File: config.mk
export PLATFORM = sky130hd
export DESIGN_NAME = sdram_arb
export DESIGN_NICKNAME = d
export VERILOG_FILES = /design/src/rtl/sdram_pkg.sv /design/src/rtl/sdram_arb_prio.sv /design/src/rtl/sdram_arb.sv
export SDC_FILE = /design/constraint.sdc
export NUM_CORES = 1
export LEC_CHECK = 0
export BUFFER_PORTS_ARGS = -buffer_cell sky130_fd_sc_hd__buf_4
export CAP_MARGIN = 20
export CORE_ASPECT_RATIO = 0.9
export CORE_MARGIN = 5
export CORE_UTILIZATION = 40
export CTS_BUF_LIST = sky130_fd_sc_hd__clkbuf_16
export DETAILED_ROUTE_END_ITERATION = 10
export PLACE_DENSITY = 0.76
export SLEW_MARGIN = 20
export SYNTH_ARGS = -nofsm -noshare
export SYNTH_HDL_FRONTEND = slang
export SYNTH_SLANG_ARGS = --single-unit
File: constraint.sdc
create_clock -name clk -period 1.8 [get_ports clk]
set_input_delay 0.36 -clock clk [delete_from_list [all_inputs] [get_ports clk]]
set_output_delay 0.36 -clock clk [all_outputs]
set_load 0.03 [all_outputs]
File: src/rtl/sdram_pkg.sv
// Shared types and constants for the SDRAM arbiter between the CPU and the video line fetcher.
package sdram_pkg;

  localparam int BURST_LEN = 32;
  localparam int FIRST_LAT = 4;
  localparam int WDOG_MAX  = 255;
  localparam int ADDR_W    = 25;
  localparam int DATA_W    = 16;

  localparam int IDX_W  = $clog2(BURST_LEN);
  localparam int CNT_W  = $clog2(FIRST_LAT + BURST_LEN + 1);
  localparam int WDOG_W = $clog2(WDOG_MAX + 1);

  // Beat counter value of the first video word and the saturation value after the last one.
  localparam logic [CNT_W-1:0] BEAT_FIRST = CNT_W'(FIRST_LAT);
  localparam logic [CNT_W-1:0] BEAT_END   = CNT_W'(FIRST_LAT + BURST_LEN);

  localparam logic [DATA_W-1:0] WDOG_RDATA = 16'hDEAD;

  typedef enum logic [2:0] {
    ST_INIT,
    ST_IDLE,
    ST_ISSUE,
    ST_WAIT_LOW,
    ST_WAIT_DONE,
    ST_STREAM,
    ST_FINISH
  } state_e;

endpackage

File: src/rtl/sdram_arb_prio.sv
// Grant select: video normally wins a tie, but never twice in a row while the CPU waits.
module sdram_arb_prio (
  input  logic cpu_req,
  input  logic vid_req,
  input  logic last_vid,
  output logic grant_cpu,
  output logic grant_vid
);

  assign grant_vid = vid_req && (!cpu_req || !last_vid);
  assign grant_cpu = cpu_req && !grant_vid;

endmodule

File: src/rtl/sdram_arb.sv
// Two-port SDRAM arbiter (CPU single word, video 32-word burst) driving one controller.
// Optional watchdog: define SDRAM_ARB_WDOG_EN to add wdog_err and the stuck-state timeout.
module sdram_arb
  import sdram_pkg::*;
(
  input  logic              clk,
  input  logic              rst,
  input  logic              cpu_req,
  input  logic              cpu_we,
  input  logic [ADDR_W-1:0] cpu_addr,
  input  logic [DATA_W-1:0] cpu_wdata,
  output logic [DATA_W-1:0] cpu_rdata,
  output logic              cpu_done,
  input  logic              vid_req,
  input  logic [ADDR_W-1:0] vid_addr,
  output logic              vid_ack,
  output logic              vid_valid,
  output logic [DATA_W-1:0] vid_data,
  output logic [IDX_W-1:0]  vid_idx,
  output logic              ctl_start,
  output logic              ctl_write_en,
  output logic              ctl_burst_en,
  output logic [ADDR_W-1:0] ctl_addr,
  output logic [DATA_W-1:0] ctl_data_in,
  input  logic              ctl_mem_ready,
  input  logic              ctl_data_ready,
  input  logic [DATA_W-1:0] ctl_data_out
`ifdef SDRAM_ARB_WDOG_EN
  ,
  output logic              wdog_err
`endif
);

  state_e           r_state, w_next;
  logic             r_last_vid, r_is_vid;
  logic [CNT_W-1:0] r_cnt;
  logic             w_grant_cpu, w_grant_vid, w_grant, w_wdog_to;

  sdram_arb_prio u_prio (
    .cpu_req   (cpu_req),
    .vid_req   (vid_req),
    .last_vid  (r_last_vid),
    .grant_cpu (w_grant_cpu),
    .grant_vid (w_grant_vid)
  );

  assign w_grant = (r_state == ST_IDLE) && ctl_data_ready && (w_grant_cpu || w_grant_vid);

`ifdef SDRAM_ARB_WDOG_EN
  logic [WDOG_W-1:0] r_wdog;
  logic              w_watched;

  assign w_watched = !(r_state inside {ST_INIT, ST_IDLE});
  assign w_wdog_to = w_watched && (r_wdog == WDOG_W'(WDOG_MAX));

  // Counts cycles spent in the current busy state; any state change restarts it.
  always_ff @(posedge clk) begin
    if (!rst) begin
      r_wdog   <= '0;
      wdog_err <= 1'b0;
    end else begin
      if (w_wdog_to) wdog_err <= 1'b1;
      r_wdog <= (w_watched && (w_next == r_state)) ? r_wdog + 1'b1 : '0;
    end
  end
`else
  assign w_wdog_to = 1'b0;
`endif

  // NOTE: every signal gets a default before the case so no path can infer a latch.
  always_comb begin
    w_next = r_state;
    case (r_state)
      ST_INIT:      if (ctl_mem_ready) w_next = ST_IDLE;
      ST_IDLE:      if (w_grant) w_next = ST_ISSUE;
      ST_ISSUE:     w_next = ST_WAIT_LOW;
      ST_WAIT_LOW:  if (!ctl_data_ready) w_next = r_is_vid ? ST_STREAM : ST_WAIT_DONE;
      ST_WAIT_DONE: if (ctl_data_ready) w_next = ST_FINISH;
      ST_STREAM:    if ((r_cnt == BEAT_END) && ctl_data_ready) w_next = ST_IDLE;
      ST_FINISH:    w_next = ST_IDLE;
      default:      w_next = ST_INIT;
    endcase
    if (w_wdog_to) w_next = r_is_vid ? ST_IDLE : ST_FINISH;
  end

  // NOTE: state registers use non-blocking assignments so every flop samples pre-edge values.
  always_ff @(posedge clk) begin
    if (!rst) begin
      r_state      <= ST_INIT;
      r_last_vid   <= 1'b0;
      r_is_vid     <= 1'b0;
      r_cnt        <= '0;
      ctl_addr     <= '0;
      ctl_data_in  <= '0;
      ctl_write_en <= 1'b0;
      ctl_burst_en <= 1'b0;
      cpu_rdata    <= '0;
    end else begin
      r_state <= w_next;
      // Command fields are loaded only at grant, so they hold until the next grant.
      if (w_grant) begin
        ctl_addr     <= w_grant_vid ? vid_addr : cpu_addr;
        ctl_data_in  <= w_grant_vid ? '0 : cpu_wdata;
        ctl_write_en <= w_grant_cpu && cpu_we;
        ctl_burst_en <= w_grant_vid;
        r_is_vid     <= w_grant_vid;
        r_last_vid   <= w_grant_vid;
        r_cnt        <= '0;
      end else if (r_cnt != BEAT_END) begin
        r_cnt <= r_cnt + 1'b1;
      end
      if ((r_state == ST_WAIT_DONE) && ctl_data_ready && !ctl_write_en) cpu_rdata <= ctl_data_out;
      if (w_wdog_to && !r_is_vid) cpu_rdata <= WDOG_RDATA;
    end
  end

  assign ctl_start = (r_state == ST_ISSUE);
  assign vid_ack   = (r_state == ST_ISSUE) && r_is_vid;
  assign cpu_done  = (r_state == ST_FINISH);
  assign vid_valid = (r_state == ST_STREAM) && (r_cnt >= BEAT_FIRST) && (r_cnt < BEAT_END);
  assign vid_data  = vid_valid ? ctl_data_out : '0;
  assign vid_idx   = vid_valid ? IDX_W'(r_cnt - BEAT_FIRST) : '0;

endmodule

== After elaboration in Yosys (flattened, before gate mapping) ==
Index checks and enable logic that the tools add are counted.

* Logic and storage cells: 56
* Register bits after elaboration: 68

* Add/subtract/negate cells: 2
* Reduce and logical (&&, ||, !) cells: 20
* Multiplexer cells: 11
* Bitwise logic cells: 1
* Magnitude comparators: 2
* Equality and inequality tests: 13

{| class="wikitable"
|+ Operators with widths
! kind !! count
|-
| two-way mux 16 bit || 2
|-
| two-way mux 25 bit || 1
|-
| case mux 3 bit (7 select lines) || 1
|-
| two-way mux 3 bit || 5
|-
| logical AND 1 bit || 11
|-
| inequality test 2 bit (second input constant) || 5
|-
| == test 3 bit (second input constant) || 3
|-
| adder 6 x 1 -> 6 bit (second input constant) || 1
|-
| == test 3 x 2 -> 1 bit (second input constant) || 2
|-
| == test 6 bit (second input constant) || 1
|-
| greater-or-equal comparator 6 x 3 -> 1 bit (second input constant) || 1
|-
| less-than comparator 6 bit (second input constant) || 1
|-
| inequality test 6 bit (second input constant) || 1
|-
| two-way mux 5 bit || 1
|-
| AND reduction 5 bit || 1
|-
| subtractor 5 x 3 -> 5 bit (second input constant) || 1
|-
| logical NOT 1 bit || 4
|-
| == test 3 x 1 -> 1 bit (second input constant) || 1
|-
| logical NOT 3 bit || 1
|-
| logical OR 1 bit || 2
|-
| OR reduction 2 bit || 1
|-
| two-way mux 1 bit || 1
|-
| inverter 1 bit || 1
|}

== Depth between registers and ports, before layout ==
Gate-level depths: netlist of the first run.

* Word-level depth: 9
* Mapped depth: 7

== By module ==
From an unflattened synthesis of the first run, not the netlist that was laid out.

* Cell total of the unflattened synthesis: 368
* Area total of the unflattened synthesis: 3298.2 um2

{| class="wikitable"
|+ By module, submodules not included
! module !! times used !! cells an instance !! area each (um2) !! sequential area each (um2)
|-
| sdram_arb || 1 || 365 || 3279.4 || 1361.3
|-
| sdram_arb_prio || 1 || 3 || 18.8 || 0.0
|}

== Worst setup path after synthesis of the first run ==
No wires, ideal clock.

* Kind: flip-flop to output port
* From: reg r_cnt[2]
* To: out vid_idx[4]
* Slack: -354 ps
* Stages on the path, launching flop included: 7
* Required time: 1440 ps
* Arrival: 1794 ps
* Cells stage by stage: dfxtp_1 inv_1 ha_1 nand2b_1 a211oi_1 a211oi_2 a21boi_0

* Longest elaborated chain between the ends: 4
* Elaborated cells on any way between the ends: 6
* Classes of those cells: 1 x add/sub; 2 x order compare; 1 x mux; 2 x reduce/logical

{| class="wikitable"
|+ Ends and longest elaborated chain
! element !! RTL line !! text
|-
| start: declaration || sdram_arb.sv:36 || <nowiki>logic [CNT_W-1:0] r_cnt;</nowiki>
|-
| start signal: assignment || sdram_arb.sv:110 || <nowiki>r_cnt <= r_cnt + 1'b1;</nowiki>
|-
| greater-or-equal comparator 6 x 3 -> 1 bit || sdram_arb.sv:120 || <nowiki>assign vid_valid = (r_state == ST_STREAM) && (r_cnt >= BEAT_FIRST) && (r_cnt < BEAT_END);</nowiki>
|-
| logical AND 1 bit (2 in a row) || sdram_arb.sv:120 ||
|-
| two-way mux 5 bit * || sdram_arb.sv:122 || <nowiki>assign vid_idx = vid_valid ? IDX_W'(r_cnt - BEAT_FIRST) : '0;</nowiki>
|-
| end: declaration || sdram_arb.sv:19 || <nowiki>output logic [IDX_W-1:0] vid_idx,</nowiki>
|}

Mark *: on every way between the ends. The rest lies on a longest branch, timed or not.

== Final worst setup path of the first run ==
Same ends and word-level chain as after synthesis.

==> metrics.yaml, run 1 <==
outcome: "complete, but fails checks"
violations: "setup timing"
ios: 173
rrSetupSlack_ns: 0.20
ys_seq_area_share_pct: 42.8
r2r.worst_path.cells: 6
drtAntennaViolNets: 0
yosysWarnings: 0
holdBufCountCts: 0
antenna_found_initial: 0
finalWirelength_um: 10200
vias_per_cell: 5.01
diodes: 0
setup_viol: 22
num_vias: 3378
post-synth-top-area-cell: "dfxtp_1"
cpPeakStageDelay_ns: 0.38
cts.path.max_buffers: 2
drive_gt1_share_pct: 44.5
path_class: "reg -> out"
cp-end-kind: "output port"
maxSlewViolCount: 0
grt_pass1_vias: 3163
r2r_end: "ctl_addr[8]"
dp_hpwl_um: 7220
synth_cell_types: 40
r2r_start: "r_state[0]"
die_y_um: 94.6
h-tree-depth: 3
hold-path-endpoint: "ctl_addr[5]"
grt_pass1_wl_um: 15800
p_per_area_mw_per_mm2: 834
grt_setup_unrepaired: "true"
n_fill_cell: 603
worstPathCellList: "inv_4 > ha_4 > nand2b_4 > a211oi_2 > a211oi_2 > buf_4 > buf_6 > a21boi_4 > buf_6"
regArea_mm2: 0.00137
grt_max_degree: 59
hold_slack_ns: 0.300
synthArstFlopShare_pct: 0
gp_congestion: 0.845
slowest_stage: "dfxtp_4"
max-vdd-ir-drop_uv: 573
arrival_ns: 1.79
clk_pin_slew_ns: 0.06
grtUsageTotal_pct: 19.7
cts_tree: "built"
fin_crit_ns: 2.15
slew_headroom_pct: 56.2
cts-root-buf: "clkbuf_16"
fin_ws_ns: -0.348
synth.area.top_cells: "dfxtp_1 (43%), nand2_1 (11%), a21boi_0 (5.7%), a31oi_1 (4.9%), and2_1 (4.5%)"
tightest_slew_ns: 0.655
cts.sinks: 68
ys_ff_latch: 68
cts_buffers: 9
avgSynthCellArea_um2: 8.11
syn_nets: 486
final_nets: 667
yosys.area.top_type_share_pct: 42.8
dp.cells: 648
finalCritPeriodShare_pct: 119
fin_cells: 674
syn_to_final_growth_pct: 64.4
wl_per_cell_um: 15.1
io_buffers: 172
core_mm2: 0.00766
max_freq_mhz: 466
fin_skew_ns: 0.00624
multiInputGateArea_mm2: 0.00173
start_util_pct: 41.5
insertion_delay_ns: 0.32
synth-main-ff-cell: "dfxtp_1"
max_cap_violations: 0
syn_inst: 392
cp_max_fo: 5
drtIter0Drc: 127
core.rowCount: 30
synth_edf_count: 0
power.leakage_nw: 2.33
hold_class: "in -> reg"
overflow: 0
start_kind: "flop"
hold_violations: 0
dieArea_mm2: 0.00983
dieWidth_um: 104
min-delay-start: "cpu_addr[5]"
synth_area_mm2: 0.00318
drc: 0
critPathRequiredTime_ns: 1.44
drt_pass1_iterations: 4
holdPathStages: 3
[layout make-up]
type | count | area share (%)
inverter | 5 | 0.455
clock inverter | 7 | 1.75
clock buffer | 9 | 4.31
sequential | 68 | 26.2
tap | 96 | 2.30
timing repair buffer | 202 | 31.8
multi-input combinational | 287 | 33.1
[per-layer routing]
metal / vias up / global-route usage [%] / routed length [µm]
met4: 0 / 4.42 / 102
li1: 1679 / - / -
met3: 12 / 9.64 / 1180
met2: 165 / 32.6 / 4720
met1: 1522 / 23.1 / 4190
met5: - / 0 / 0
[synth_stat cells (8+ instances only)]
master and n:
nand3_1 18, a31oi_1 25, buf_2 10, nand2b_1 20, nand2_1 91, clkbuf_1 14, a21boi_0 24, a21boi_1 10
and2_1 23, o21ai_0 24, dfxtp_1 68, nor2_1 8
[report_power, final]
group	internal, mW	switching [mW]
Clock	1.20	0.650
Sequential	1.59	0.0490
Combinational	0.403	0.457
[cells by family (layout without fill, tap and decap cells)]
family,after synthesis,count (layout),share of synthesized area [%]
and+or+nand+nor,176,176,27.2
DFF,68,68,42.8
AOI/OAI and AO/OA,100,100,20.2
buffers and inverters,37,223,6.10
muxes,2,2,0.669
xor gates and xnor gates,4,4,1.10
adders and majority gates,5,5,1.97
[critical path, delay by kind of cell (launching register included)]
family | cells | cell delay, ns
buffers and inverters | 4 | 0.45
flip-flops | 1 | 0.38
AO/OA/AOI/OAI | 3 | 0.39
AND/OR/NAND/NOR | 1 | 0.08
adder cells (fa/ha/maj) | 1 | 0.16
[flip-flops by register name, indices dropped and copies added, names as in the netlist]
name	count
cpu_rdata	16
ctl_addr	25
r_is_vid	1
r_cnt	6
ctl_write_en	1
ctl_data_in	16
r_state	3
[metrics by stage]
step | setup slack, ns | utilization (%) | setup TNS (ns) | total power, mW | area, µm²
6_report | -0.348 | 68.2 | -6.78 | 4.36 | 5220
2_1_floorplan | -0.0139 | - | -0.118 | 2.13 | 3230
4_1_cts | -0.378 | 67.3 | -7.33 | 4.39 | 5150
5_1_grt | -0.448 | 68.2 | -8.79 | 4.55 | 5220
3_3_place_gp | -0.0510 | 60.7 | -0.630 | 2.49 | 4640
3_5_place_dp | -0.126 | 60.7 | -2.02 | 2.50 | 4640
[cell usage in the layout, fill, tap and decap left out, types with 2 or more instances in the layout]
cell type,synthesis,final
inv_4,0,2
a31oi_1,25,25
ha_1,5,2
a21oi_1,5,5
dfxtp_2,0,3
buf_4,3,170
ha_4,0,2
o21ai_1,5,5
dfxtp_1,68,64
nand2b_4,1,2
a21boi_0,24,23
xor2_1,2,2
nand2b_1,20,19
clkbuf_16,0,9
nor2_1,8,7
a211oi_2,1,2
nand2_1,91,91
a21boi_1,10,10
nor2b_4,1,2
buf_6,4,29
xnor2_1,2,2
inv_1,5,2
and2_4,0,19
bufinv_16,0,2
nor2b_1,4,3
nor3_1,2,2
clkinvlp_4,0,3
o21ai_0,24,24
nand3_1,18,18
and3_1,3,3
and2_1,23,4
buf_12,0,3
[repair_timing]
item | 4_1_cts | 5_1_grt
gates resized for setup | 45 | 16
cloned | 3 | 0
setup buffers | 4 | 3
pin swaps | 4 | 16
endpoints found under the setup margin | 22 | 23
[worst max-delay path by stage]
stage	start	endpoint	cells past startpoint
floorplan	r_cnt[2]	vid_idx[2]	7
global placement	r_cnt[3]	vid_data[5]	8
detailed placement	r_cnt[3]	vid_data[5]	8
CTS	r_cnt[3]	vid_data[6]	9
global route	r_cnt[2]	vid_idx[4]	9
finish	r_cnt[2]	vid_idx[4]	9
No activity file was read; power rests on OpenSTA's default activity.
==> run 2, diff against run 1 <==
--- a/config.mk
+++ b/config.mk
@@ -8,7 +8,6 @@
 export BUFFER_PORTS_ARGS = -buffer_cell sky130_fd_sc_hd__buf_4
 export CAP_MARGIN = 20
 export CORE_ASPECT_RATIO = 0.9
-export CORE_MARGIN = 5
 export CORE_UTILIZATION = 40
 export CTS_BUF_LIST = sky130_fd_sc_hd__clkbuf_16
 export DETAILED_ROUTE_END_ITERATION = 10
==> constraint.sdc (replaced) <==
create_clock -name clk -period 1.8 [get_ports clk]
set_input_delay 0.27 -clock clk [delete_from_list [all_inputs] [get_ports clk]]
set_output_delay 0.27 -clock clk [all_outputs]
set_load 0.03 [all_outputs]
==> run 2 against run 1 <==
Effect of this change: the flow still finishes with violations (setup timing); utilization down 1.2 points; maximum frequency up 0.13%; wire length down 9.5%; flip-flop and latch count stayed put; die area shrank 16%; sequential power is essentially flat.
==> metrics.yaml, run 2 (same netlist as run 1, synthesis figures left out) <==
top_regs: "ctl_addr x25, cpu_rdata x16, ctl_data_in x16"
fin_cells: 668
cts-root-buf: "clkbuf_16"
syn_to_final_growth_pct: 60.7
vias_per_cell: 5.03
layout_common_cells: "buf_4 (170), nand2_1 (91), dfxtp_1 (66)"
top_layer_used: "met4"
max-vdd-ir-drop_uv: 468
overflow: 0
die_y_um: 86.6
power_mw: 4.15
cts_tree: "built"
violations: "setup timing"
maxSlewViolCount: 0
critPathRequiredTime_ns: 1.53
dpl_cell_area_mm2: 0.00461
power.leakage_nw: 2.30
crit_path_frequent_cell: "buf_6"
fin_area_mm2: 0.00511
max_freq_mhz: 466
setup_viol: 22
dieWidth_um: 96.0
finalWirelength_um: 9230
cts.sinks: 68
min-delay-start: "cpu_wdata[5]"
outcome: "complete, but fails checks"
rrSetupSlack_ns: 0.16
fin_skew_ns: 0.00747
arrival_ns: 1.88
cp_max_fo: 6
met1_length_um: 3800
cpPeakStageDelay_ns: 0.36
pre_cts_ws_ns: -0.0448
r2r_start: "r_state[0]"
p_per_area_mw_per_mm2: 812
dp.cells: 647
drtIter0Drc: 104
dp_hpwl_um: 6280
final_nets: 661
drtAntennaViolNets: 0
slew_headroom_pct: 74.6
grt_max_degree: 50
insertion_delay_ns: 0.32
routed-wl-met2_um: 4330
crit_path_start: "r_cnt[2]"
drc: 0
fin_ws_ns: -0.345
ios: 173
largest_reg_flops: 25
gp_congestion: 0.809
path_class: "reg -> out"
diodes: 0
tns_ns: -6.61
final_common_cell: "buf_4"
worstPathCellList: "inv_4 > ha_4 > nand2b_4 > buf_6 > a211oi_4 > buf_6 > a21boi_4 > buf_6"
finalCritPeriodShare_pct: 119
slowest_stage: "dfxtp_4"
hold_class: "in -> reg"
cts.path.max_buffers: 2
drt_pass1_iterations: 4
io_buffers: 172
fin_util_pct: 67.0
antenna_found_initial: 0
met3_length_um: 902
num_vias: 3363
largest-register: "ctl_addr"
core_mm2: 0.00762
drive_gt1_share_pct: 43.2
wl_per_cell_um: 13.8
start_util_pct: 41.7
core.rowCount: 30
h-tree-depth: 3
hold_slack_ns: 0.211
max_cap_violations: 0
clk_pin_slew_ns: 0.05
tightest_slew_ns: 0.381
grtUsageTotal_pct: 21.7
cts_buffers: 9
fin_crit_ns: 2.15
start_kind: "flop"
grt_setup_unrepaired: "true"
dieArea_mm2: 0.00831
cp-end-kind: "output port"
grt_pass1_vias: 3105
hold_violations: 0
grt_pass1_wl_um: 13900
[run 2: changes by cell type in the layout (fill, tap and decap cells not counted), moves of 2 or more]
cell | previous run | this run
a211oi_2 | 2 | 0
a211oi_4 | 0 | 2
and2_2 | 0 | 14
and2_4 | 19 | 5
buf_6 | 29 | 24
clkinv_2 | 1 | 5
clkinvlp_4 | 3 | 0
dfxtp_1 | 64 | 66
dfxtp_2 | 3 | 1
inv_1 | 2 | 4
[run 2: area by class of cell]
cell class	count	area [µm²]
fill	605	2510
clock buffer	9	225
multi-input combinational	287	1730
tap	96	120
clock inverter	7	58.8
sequential	68	1370
inverter	5	23.8
timing repair buffer	196	1590
[run 2: worst paths after layout]
path / end / depth (start not counted)
worst max-delay path: vid_idx[4] / 8
worst min-delay path: ctl_data_in[5] / 3
worst min register to register: cpu_rdata[6] / 2
worst max register to register: ctl_data_in[4] / 5
[run 2: per-layer routing]
layer / global-route usage [%] / up-vias
met2: 37.6 / 163
met5: 0 / -
li1: - / 1670
met3: 6.67 / 21
met1: 24.4 / 1509
met4: 9.36 / 0
[run 2: worst max-delay path, delay by kind of cell, from the launching register on]
family | cells | cell delay (ns)
buffers and inverters | 4 | 0.50
AO/OA/AOI/OAI | 2 | 0.48
flip-flops | 1 | 0.36
adder cells (fa/ha/maj) | 1 | 0.14
AND/OR/NAND/NOR | 1 | 0.07
[run 2: power breakdown]
group          switching, mW  internal (mW)  total, mW
Combinational          0.448          0.395      0.843
Sequential            0.0548           1.59       1.65
Clock                  0.607           1.05       1.66
Total                   1.11           3.04       4.15
[run 2: timing repair]
| action | in CTS | in global routing |
|---|---|---|
| setup endpoints to repair | 22 | 22 |
| pin swaps | 3 | 5 |
| setup buffers | 3 | 0 |
| hold buffers | 0 | 0 |
| resized for setup | 29 | 21 |
| gates cloned | 2 | 0 |
